File: src/rtl/money_pkg.sv
// Shared types, tile geometry and pallet screen origins for the money pallet renderer.
package money_pkg;

    typedef logic [1:0] level_t;

    localparam level_t LEVEL_EMPTY = 2'd0;
    localparam level_t LEVEL_HALF  = 2'd1;
    localparam level_t LEVEL_FULL  = 2'd2;

    localparam int unsigned TILE_W      = 18;
    localparam int unsigned TILE_H      = 18;
    localparam int unsigned MAX_PALLETS = 8;

    localparam logic [5:0] TRANSPARENT = 6'h00;

    // Pallets 0 and 1 deliberately overlap so draw priority is visible on screen.
    localparam logic [9:0] PALLET_X [MAX_PALLETS] = '{
        10'd40, 10'd50, 10'd200, 10'd260, 10'd40, 10'd100, 10'd160, 10'd220
    };
    localparam logic [9:0] PALLET_Y [MAX_PALLETS] = '{
        10'd100, 10'd105, 10'd100, 10'd100, 10'd300, 10'd300, 10'd300, 10'd300
    };

    // Half-open span test done one bit wider so origin+span cannot wrap.
    function automatic logic in_span(input logic [9:0]  pos,
                                     input logic [9:0]  origin,
                                     input logic [10:0] span);
        return ({1'b0, pos} >= {1'b0, origin}) &&
               ({1'b0, pos} <  ({1'b0, origin} + span));
    endfunction

endpackage

File: src/rtl/money_pallet_slot.sv
// One pallet slot: fill level, frame-driven refill counter and grab-accept pulse.
module money_pallet_slot
    import money_pkg::*;
#(
    parameter int unsigned REFILL_FRAMES = 180
) (
    input  logic   clk,
    input  logic   rst_n,
    input  logic   frame_start,
    input  logic   grab,
    output logic   grab_ok,
    output level_t level
);

    localparam int unsigned CNT_W = (REFILL_FRAMES > 1) ? $clog2(REFILL_FRAMES) : 1;
    localparam logic [CNT_W-1:0] CNT_LAST = CNT_W'(REFILL_FRAMES - 1);

    level_t           level_q, level_d;
    logic [CNT_W-1:0] cnt_q, cnt_d;
    logic             grab_ok_q, grab_ok_d;
    logic             grab_acc;
    logic             refill;

    always_comb begin
        grab_acc  = grab && (level_q != LEVEL_EMPTY);
        refill    = frame_start && (level_q != LEVEL_FULL) && (cnt_q == CNT_LAST);
        level_d   = level_q;
        cnt_d     = cnt_q;
        grab_ok_d = grab_acc;

        // A grab and a refill landing together cancel out on the level.
        if (grab_acc && !refill) begin
            level_d = level_q - 2'd1;
        end else if (refill && !grab_acc) begin
            level_d = level_q + 2'd1;
        end

        if (grab_acc || (level_q == LEVEL_FULL)) begin
            cnt_d = '0;
        end else if (frame_start) begin
            cnt_d = refill ? '0 : cnt_q + CNT_W'(1);
        end
    end

    always_ff @(posedge clk or negedge rst_n) begin
        if (!rst_n) begin
            level_q   <= LEVEL_FULL;
            cnt_q     <= '0;
            grab_ok_q <= 1'b0;
        end else begin
            level_q   <= level_d;
            cnt_q     <= cnt_d;
            grab_ok_q <= grab_ok_d;
        end
    end

    assign level   = level_q;
    assign grab_ok = grab_ok_q;

endmodule

File: src/rtl/money_pallet_renderer.sv
// Money pallet state plus 2-stage hit-detect / tile-ROM render pipeline.
// Optional MONEY_SHIMMER_EN: full pallets alternate to the half tile every SHIMMER_FRAMES frames.
module money_pallet_renderer
    import money_pkg::*;
#(
    parameter int unsigned NUM_PALLETS    = 4,
    parameter int unsigned REFILL_FRAMES  = 180,
    parameter int unsigned SHIMMER_FRAMES = 16
) (
    input  logic                     Clk,
    input  logic                     Reset_n,
    input  logic                     FrameStart,
    input  logic [9:0]               DrawX,
    input  logic [9:0]               DrawY,
    input  logic [NUM_PALLETS-1:0]   Grab,
    output logic [NUM_PALLETS-1:0]   GrabOk,
    output logic [2*NUM_PALLETS-1:0] Level,
    output logic [1:0]               Tile,
    output logic [4:0]               PixelX,
    output logic [4:0]               PixelY,
    input  logic [5:0]               RomData,
    output logic [5:0]               PixelColor,
    output logic                     PixelValid
);

    if ((NUM_PALLETS < 1) || (NUM_PALLETS > MAX_PALLETS)) begin : g_bad_num_pallets
        $error("NUM_PALLETS must be in 1..8");
    end
    if ((REFILL_FRAMES < 1) || (SHIMMER_FRAMES < 1)) begin : g_bad_frames
        $error("REFILL_FRAMES and SHIMMER_FRAMES must be at least 1");
    end

    level_t slot_level [NUM_PALLETS];

    for (genvar i = 0; i < NUM_PALLETS; i++) begin : g_slot
        money_pallet_slot #(
            .REFILL_FRAMES(REFILL_FRAMES)
        ) u_slot (
            .clk        (Clk),
            .rst_n      (Reset_n),
            .frame_start(FrameStart),
            .grab       (Grab[i]),
            .grab_ok    (GrabOk[i]),
            .level      (slot_level[i])
        );
        assign Level[2*i +: 2] = slot_level[i];
    end

    logic shimmer_phase;

`ifdef MONEY_SHIMMER_EN
    localparam int unsigned SH_W = (SHIMMER_FRAMES > 1) ? $clog2(SHIMMER_FRAMES) : 1;
    localparam logic [SH_W-1:0] SH_LAST = SH_W'(SHIMMER_FRAMES - 1);

    logic [SH_W-1:0] shim_cnt_q, shim_cnt_d;
    logic            shim_phase_q, shim_phase_d;

    always_comb begin
        shim_cnt_d   = shim_cnt_q;
        shim_phase_d = shim_phase_q;
        if (FrameStart) begin
            if (shim_cnt_q == SH_LAST) begin
                shim_cnt_d   = '0;
                shim_phase_d = ~shim_phase_q;
            end else begin
                shim_cnt_d = shim_cnt_q + SH_W'(1);
            end
        end
    end

    always_ff @(posedge Clk or negedge Reset_n) begin
        if (!Reset_n) begin
            shim_cnt_q   <= '0;
            shim_phase_q <= 1'b0;
        end else begin
            shim_cnt_q   <= shim_cnt_d;
            shim_phase_q <= shim_phase_d;
        end
    end

    assign shimmer_phase = shim_phase_q;
`else
    assign shimmer_phase = 1'b0;
`endif

    // S0: lowest-index pallet covering the draw point wins.
    logic       hit;
    level_t     win_level;
    logic [9:0] win_x;
    logic [9:0] win_y;
    level_t     disp_tile;

    always_comb begin
        hit       = 1'b0;
        win_level = LEVEL_EMPTY;
        win_x     = '0;
        win_y     = '0;
        for (int unsigned i = 0; i < NUM_PALLETS; i++) begin
            if (!hit &&
                in_span(DrawX, PALLET_X[i], 11'(TILE_W)) &&
                in_span(DrawY, PALLET_Y[i], 11'(TILE_H))) begin
                hit       = 1'b1;
                win_level = slot_level[i];
                win_x     = PALLET_X[i];
                win_y     = PALLET_Y[i];
            end
        end
        disp_tile = (shimmer_phase && (win_level == LEVEL_FULL)) ? LEVEL_HALF : win_level;
    end

    logic [1:0] tile_q, tile_d;
    logic [4:0] pixel_x_q, pixel_x_d;
    logic [4:0] pixel_y_q, pixel_y_d;
    logic       hit_d1_q, hit_d1_d;
    logic [5:0] pixel_color_q, pixel_color_d;
    logic       pixel_valid_q, pixel_valid_d;

    always_comb begin
        tile_d        = '0;
        pixel_x_d     = '0;
        pixel_y_d     = '0;
        hit_d1_d      = hit;
        if (hit) begin
            tile_d    = disp_tile;
            pixel_x_d = 5'(DrawX - win_x);
            pixel_y_d = 5'(DrawY - win_y);
        end
        pixel_color_d = RomData;
        pixel_valid_d = hit_d1_q && (RomData != TRANSPARENT);
    end

    always_ff @(posedge Clk or negedge Reset_n) begin
        if (!Reset_n) begin
            tile_q        <= '0;
            pixel_x_q     <= '0;
            pixel_y_q     <= '0;
            hit_d1_q      <= 1'b0;
            pixel_color_q <= '0;
            pixel_valid_q <= 1'b0;
        end else begin
            tile_q        <= tile_d;
            pixel_x_q     <= pixel_x_d;
            pixel_y_q     <= pixel_y_d;
            hit_d1_q      <= hit_d1_d;
            pixel_color_q <= pixel_color_d;
            pixel_valid_q <= pixel_valid_d;
        end
    end

    assign Tile       = tile_q;
    assign PixelX     = pixel_x_q;
    assign PixelY     = pixel_y_q;
    assign PixelColor = pixel_color_q;
    assign PixelValid = pixel_valid_q;

endmodule
File: config.mk
export PLATFORM = sky130hd
export DESIGN_NAME = money_pallet_renderer
export DESIGN_NICKNAME = d
export VERILOG_FILES = /design/src/rtl/money_pkg.sv /design/src/rtl/money_pallet_slot.sv /design/src/rtl/money_pallet_renderer.sv
export SDC_FILE = /design/constraint.sdc
export NUM_CORES = 1
export LEC_CHECK = 0
export CAP_MARGIN = 20
export CELL_PAD_IN_SITES_DETAIL_PLACEMENT = 0
export CELL_PAD_IN_SITES_GLOBAL_PLACEMENT = 1
export CORE_MARGIN = 1
export CORE_UTILIZATION = 42
export CTS_CLUSTER_SIZE = 25
export DETAILED_ROUTE_END_ITERATION = 10
export PLACE_DENSITY = 0.77
export SLEW_MARGIN = 20
export SYNTH_ARGS = -nofsm -noshare
export SYNTH_HDL_FRONTEND = slang
export SYNTH_HIERARCHICAL = 1
export SYNTH_SLANG_ARGS = --single-unit
File: constraint.sdc
create_clock -name Clk -period 2 [get_ports Clk]
set_clock_uncertainty 0.05 [all_clocks]
set_input_delay 0.2 -clock Clk [delete_from_list [all_inputs] [get_ports Clk]]
set_output_delay 0.2 -clock Clk [all_outputs]
set_load 0.02 [all_outputs]
==> out/results.md, run 1 <==
• **netlist area before placement** 0.00369 mm2
• **run status** complete, but fails checks
• **worst-case clock buffer depth** 2
• **final cell count without fillers** 586
• **core outline area** 0.00834 mm2
• **growth of design area from synthesis to finish** 41.2%
• **clock transition time at the flip-flop clock pins of the worst setup and hold paths** 70 ps
• **DRC violation count after routing** 0
• **HPWL Detailed** 6600 um
• **total number of placement rows** 33
• **CP Data Required Time** 2170 ps
• **HP Class** in -> async
• **final count of hold timing violations** 0
• **R2R Path Start** g_slot[3].u_slot/cnt_q[2]
• **Final Critical Period** 2040 ps
• **count of maximum capacitance violations** 0
• **Fmax achieved** 490 MHz
• **Yosys reg bits** 64
• **worst hold margin** 251 ps
• **wire length of the first global-routing pass** 15100 um
• **reg-to-reg setup timing slack** 220 ps
• **total I/O pin count** 64
• **maximum ir drop on the vdd rail** 0.668 mV
• **max-slew violation count** 0
• **total number of vias** 3140
• **root buffer cell** sky130_fd_sc_hd__clkbuf_8
• **Post-Synthesis Net Count** 395
• **starting density of the core** 0.442
• **fin crit share** 1.02
• **clock tree from TritonCTS** built
• **element type at the critical path start** primary input
• **dominant synthesized flop cell** sky130_fd_sc_hd__dfrtp_1
• **total global-route track usage** 0.217
• **CP endpoint kind** flip-flop
• **actual transition at the worst max-transition pin** 363 ps
• **wirelength, routed** 9100 um
• **number of buffers added by the clock tree synthesis step** 9
• **yosys warns** 6
• **antenna-violating nets left** 0
• **initial antenna violation count** 0
• **wire length per cell** 15.5 um
• **worst-path fanout max** 2
• **data arrival time at the worst-slack endpoint** 2220 ps
• **number of global-route vias before repair** 3161
• **Yosys cell types** 51
• **gate count of the mapped netlist** 346
• **area share of the largest cell type after synthesis** 0.407
• **Synth async-reset ratio** 1.00
• **full die area** 0.00916 mm2
• **number of fill cells** 705
• **power density over the cells** 903 mW/mm2
• **Power Total** 4700 uW
• **Detailed Route Iter0 Violations** 140
• **clock latency reported for the late side of the worst-skew pair** 340 ps
• **Die W** 95.7 um
• **count of final setup violators** 2
• **cell type with the largest total area after synthesis** sky130_fd_sc_hd__dfrtp_1
• **violations in the final reports** negative setup slack
• **final RePlAce weighted congestion** 0.839
• **unrepaired setup endpoints after global routing** yes
• **post-layout worst setup margin** -42.4 ps
• **clk sinks** 64
• **average cell area after synthesis** 10.7 um2
• **most frequent standard cell in the layout excluding fill and tap cells** sky130_fd_sc_hd__buf_4
• **endpoint of the worst-slack reg-to-reg timing path** g_slot[3].u_slot/level[1]
• **total of buffers placed on input and output ports** 63
• **largest cells by area after synthesis** sky130_fd_sc_hd__dfrtp_1, sky130_fd_sc_hd__xor2_1, sky130_fd_sc_hd__ha_1
• **largest net degree at the start of global routing** 34
• **depth of the most critical reg-to-reg path** 6
• **class of the most critical setup path** in -> reg
• **leakage power total** 0.00232 uW
• **H-tree lvl count** 3
• **length of the first detailed-routing pass in iterations** 4
• **via count normalized by instance count** 5.36
• **overflow left after global routing** 0
• **proportion of layout cells with a drive suffix above 1** 0.349
• **leading cell types in the layout, fill and taps excluded** sky130_fd_sc_hd__buf_4, sky130_fd_sc_hd__dfrtp_1, sky130_fd_sc_hd__clkdlybuf4s50_1, sky130_fd_sc_hd__nor2_1, sky130_fd_sc_hd__nand2_1
• **Die Height** 95.7 um
• **Net count, final** 526
• **portion of the post-synthesis area used by sequential elements** 0.436
• **Rel. slew slack** 0.758
• **number of placed cells counting well taps** 560
• **diode insertion count for antenna repair** 0
• **number of enable flip-flop cells after synthesis** 0
[flip-flops by register name (all words and copies together), names as in the netlist]
name                   count
g_slot.u_slot/cnt_q       32
g_slot.u_slot/level        8
PixelColor                 6
PixelX                     5
PixelY                     5
g_slot.u_slot/grab_ok      4
Tile                       2
PixelValid                 1
hit_d1_q                   1
[critical path, cell delays in order]
cell                       delay, ps
sky130_fd_sc_hd__buf_6           100
sky130_fd_sc_hd__nor3_4          220
sky130_fd_sc_hd__buf_4           140
sky130_fd_sc_hd__o2111a_1        170
sky130_fd_sc_hd__o221a_2         180
sky130_fd_sc_hd__o31a_1          170
sky130_fd_sc_hd__ha_2            190
sky130_fd_sc_hd__inv_2            40
sky130_fd_sc_hd__a21o_1          160
sky130_fd_sc_hd__a21oi_2         200
sky130_fd_sc_hd__xnor2_2         140
sky130_fd_sc_hd__mux2_4          310
[cells in the mapped netlist, drive strengths merged, types with 7 or more instances]
master and number:
a21o 7, xnor2 11, a21oi 7, nor2 39
xor2 22, nand4 12, o211ai 7, nand3 8
inv 13, buf 8, dfrtp 60, o22ai 7
ha 15, nand2 25, a41o 8, o21ai 13
[where the power goes]
group	internal, uW	total (uW)	switching (uW)	leakage [uW]
Sequential	1550	1860	315	0.000844
Combinational	932	1840	903	0.00139
Clock	507	1010	500	0.0000882
[per-layer routing]
metal | up-vias | wire, um | global-route usage
met1 | 1533 | 4210 | 0.285
met4 | 0 | 108 | 0.0734
met2 | 65 | 4430 | 0.354
li1 | 1532 | - | -
met3 | 10 | 352 | 0.0474
met5 | - | 0 | 0
[how the worst max path moves through the flow]
stage	depth (start not counted)	startpoint	end	slack [ps]
floorplan	10	DrawY[9]	PixelX[4]	-230
global placement	11	DrawY[9]	PixelX[4]	-740
detailed placement	11	DrawY[9]	PixelX[4]	-810
CTS	11	DrawY[7]	PixelX[4]	-50
global route	12	DrawY[8]	PixelX[4]	-70
finish	12	DrawY[8]	PixelX[4]	-40
[logic make-up (layout without fill, tap and decap cells)]
logic type | after synthesis | count (layout) | share of synthesized area
AND/OR/NAND/NOR | 131 | 131 | 0.202
AO/OA/AOI/OAI | 72 | 72 | 0.163
flip-flops | 64 | 64 | 0.436
XOR/XNOR | 33 | 33 | 0.0784
buffers and inverters | 21 | 156 | 0.0336
adder cells (fa/ha/maj) | 16 | 16 | 0.0563
multiplexers | 9 | 9 | 0.0312
[cell type report]
| cell class | instances | area, um2 | area share |
|---|---|---|---|
| Multi-Input combinational cell | 261 | 2160 | 0.415 |
| Clock buffer | 12 | 155 | 0.0298 |
| Clock inverter | 3 | 17.5 | 0.00336 |
| Inverter | 13 | 48.8 | 0.00937 |
| Timing Repair Buffer | 128 | 1090 | 0.209 |
| Tap cell | 105 | 131 | 0.0252 |
| Sequential cell | 64 | 1610 | 0.308 |
[through the flow]
step                      setup WS (ps)  cell area [um2]  utilization  setup TNS [ps]
after floorplan                    -235             3710            -            -559
after global placement             -743             4820        0.578           -4860
after detailed placement           -809             4820        0.578           -5560
after CTS                         -48.7             5140        0.617           -96.7
after global routing              -73.8             5210        0.625            -147
final                             -42.4             5210        0.625           -54.2
[timing repair]
action | CTS | global route
resized for setup | 73 | 28
pin swaps | 26 | 21
setup buffers | 9 | 2
setup endpoints to repair | 7 | 6
hold endpoints to repair | 12 | 0
hold buffers | 1 | 0
No activity file was read; power rests on OpenSTA's default activity.
==> inputs of run 2 (changes only) <==
--- a/config.mk
+++ b/config.mk
@@ -10,6 +10,7 @@
 export CELL_PAD_IN_SITES_GLOBAL_PLACEMENT = 1
 export CORE_MARGIN = 1
 export CORE_UTILIZATION = 42
+export CTS_BUF_LIST = sky130_fd_sc_hd__clkbuf_8 sky130_fd_sc_hd__clkbuf_16
 export CTS_CLUSTER_SIZE = 25
 export DETAILED_ROUTE_END_ITERATION = 10
 export PLACE_DENSITY = 0.77
==> run 2 against run 1 <==
Against the previous run:
- the flow still finishes with violations (negative setup slack)
- register-to-register slack hardly changed
- final cell count unchanged
- clock power about the same
- via count did not move
- sequential power hardly changed
- critical path depth unchanged
- non-clock buffer count unchanged
- worst setup slack hardly changed
- critical path type unchanged
- largest cell class unchanged
- highest routed layer unchanged
==> out/results.md, run 2 (synthesis gave the netlist of run 1 again) <==
• **reg-to-reg setup timing slack** 220 ps
• **root buffer cell** sky130_fd_sc_hd__clkbuf_8
• **worst-case clock buffer depth** 2
• **total I/O pin count** 64
• **final instance area** 0.00521 mm2
• **wire length per cell** 15.5 um
• **CP endpoint kind** flip-flop
• **worst hold margin** 251 ps
• **number of buffers added by the clock tree synthesis step** 9
• **violations in the final reports** negative setup slack
• **fin crit share** 1.02
• **final count of hold timing violations** 0
• **leading cell types in the layout, fill and taps excluded** sky130_fd_sc_hd__buf_4, sky130_fd_sc_hd__dfrtp_1, sky130_fd_sc_hd__clkdlybuf4s50_1, sky130_fd_sc_hd__nor2_1, sky130_fd_sc_hd__nand2_1
• **crit path max-delay cell type** sky130_fd_sc_hd__mux2_4
• **element type at the critical path start** primary input
• **diode insertion count for antenna repair** 0
• **Net count, final** 526
• **DRC violation count after routing** 0
• **wirelength, routed** 9090 um
• **full die area** 0.00916 mm2
• **Largest Register** g_slot.u_slot/cnt_q
• **clk sinks** 64
• **Die Height** 95.7 um
• **number of flip-flops under the largest register name** 32
• **post-layout util** 0.625
• **number of fill cells** 705
• **HPWL Detailed** 6600 um
• **power density over the cells** 902 mW/mm2
• **worst-path fanout max** 2
• **leakage power total** 0.00233 uW
• **number of placed cells counting well taps** 560
• **initial antenna violation count** 0
• **Rel. slew slack** 0.758
• **antenna-violating nets left** 0
• **data arrival time at the worst-slack endpoint** 2220 ps
• **run status** complete, but fails checks
• **total of buffers placed on input and output ports** 63
• **actual transition at the worst max-transition pin** 363 ps
• **growth of design area from synthesis to finish** 41.2%
• **max-slew violation count** 0
• **count of maximum capacitance violations** 0
• **HP Class** in -> async
• **via count normalized by instance count** 5.36
• **clock latency reported for the late side of the worst-skew pair** 340 ps
• **wire length of the first global-routing pass** 15100 um
• **most frequent standard cell in the layout excluding fill and tap cells** sky130_fd_sc_hd__buf_4
• **starting density of the core** 0.442
• **final cell count without fillers** 586
• **worst path bufs/invs** 3
• **largest net degree at the start of global routing** 34
• **class of the most critical setup path** in -> reg
• **clock tree from TritonCTS** built
• **CP Data Required Time** 2170 ps
• **Die W** 95.7 um
• **Sequential Area** 0.00161 mm2
• **placed cell area** 0.00482 mm2
• **longest individual stage delay on the worst path** 310 ps
• **total number of placement rows** 33
• **maximum ir drop on the vdd rail** 0.668 mV
• **number of global-route vias before repair** 3161
• **count of final setup violators** 2
• **clock transition time at the flip-flop clock pins of the worst setup and hold paths** 70 ps
• **length of the first detailed-routing pass in iterations** 4
• **crit path cell chain** buf_6, nor3_4, buf_4, o2111a_1, o221a_2, o31a_1, ha_2, inv_2, a21o_1, a21oi_2, xnor2_2, mux2_4
• **Detailed Route Iter0 Violations** 141
• **Power Total** 4700 uW
• **Final Critical Period** 2040 ps
• **Fmax achieved** 490 MHz
• **total global-route track usage** 0.217
• **Largest delay share family, worst path** compound AO/OA/AOI/OAI gates
• **total number of vias** 3140
• **post-layout worst setup margin** -42.4 ps
• **overflow left after global routing** 0
• **core outline area** 0.00834 mm2
• **unrepaired setup endpoints after global routing** yes
• **final RePlAce weighted congestion** 0.839
• **area used by multi-input combinational logic** 0.00216 mm2
• **proportion of layout cells with a drive suffix above 1** 0.349
• **H-tree lvl count** 3
==> run 2: path summary, 6_finish.rpt <==
check	start	endpoint	cells after the start
max in group asynchronous	Reset_n	g_slot[0].u_slot/cnt_q[0]	3
min in group Clk	DrawY[4]	PixelY[4]	4
setup / recovery	DrawY[8]	PixelX[4]	12
hold reg to reg	hit_d1_q	PixelValid	1
hold / removal	Reset_n	PixelColor[1]	2
setup reg to reg	g_slot[3].u_slot/cnt_q[2]	g_slot[3].u_slot/level[1]	6
==> run 2: layout make-up <==
cell class / instances / share of cell area
Multi-Input combinational cell: 261 / 0.415
Sequential cell: 64 / 0.308
Clock buffer: 11 / 0.0291
Clock inverter: 4 / 0.00408
Inverter: 13 / 0.00937
Timing Repair Buffer: 128 / 0.209
Tap cell: 105 / 0.0252
==> run 2: power breakdown <==
| part | switching [uW] | internal (uW) | total (uW) |
|---|---|---|---|
| Clock | 500 | 502 | 1000 |
| Combinational | 904 | 932 | 1840 |
| Sequential | 315 | 1550 | 1860 |
| Total | 1720 | 2980 | 4700 |
==> run 2: routing by layer <==
| layer | GRT usage | share of wire | up-vias |
|---|---|---|---|
| li1 | - | - | 1532 |
| met1 | 0.285 | 0.46 | 1533 |
| met2 | 0.354 | 0.49 | 65 |
| met3 | 0.0474 | 0.039 | 10 |
| met4 | 0.0734 | 0.012 | 0 |
| met5 | 0 | 0 | - |
==> run 2: what timing repair did <==
item,4_1_cts,5_1_grt
resized for setup,73,28
setup endpoints to repair,7,6
pin swaps,26,21
buffers inserted,9,2
hold buffers,1,0
hold endpoints to repair,12,0
==> run 2: metrics by stage <==
stage / setup slack [ps] / TNS [ps]
after floorplan: -235 / -559
after global placement: -743 / -4860
after detailed placement: -809 / -5560
after CTS: -48.7 / -96.7
after global routing: -73.8 / -147
final: -42.4 / -54.3
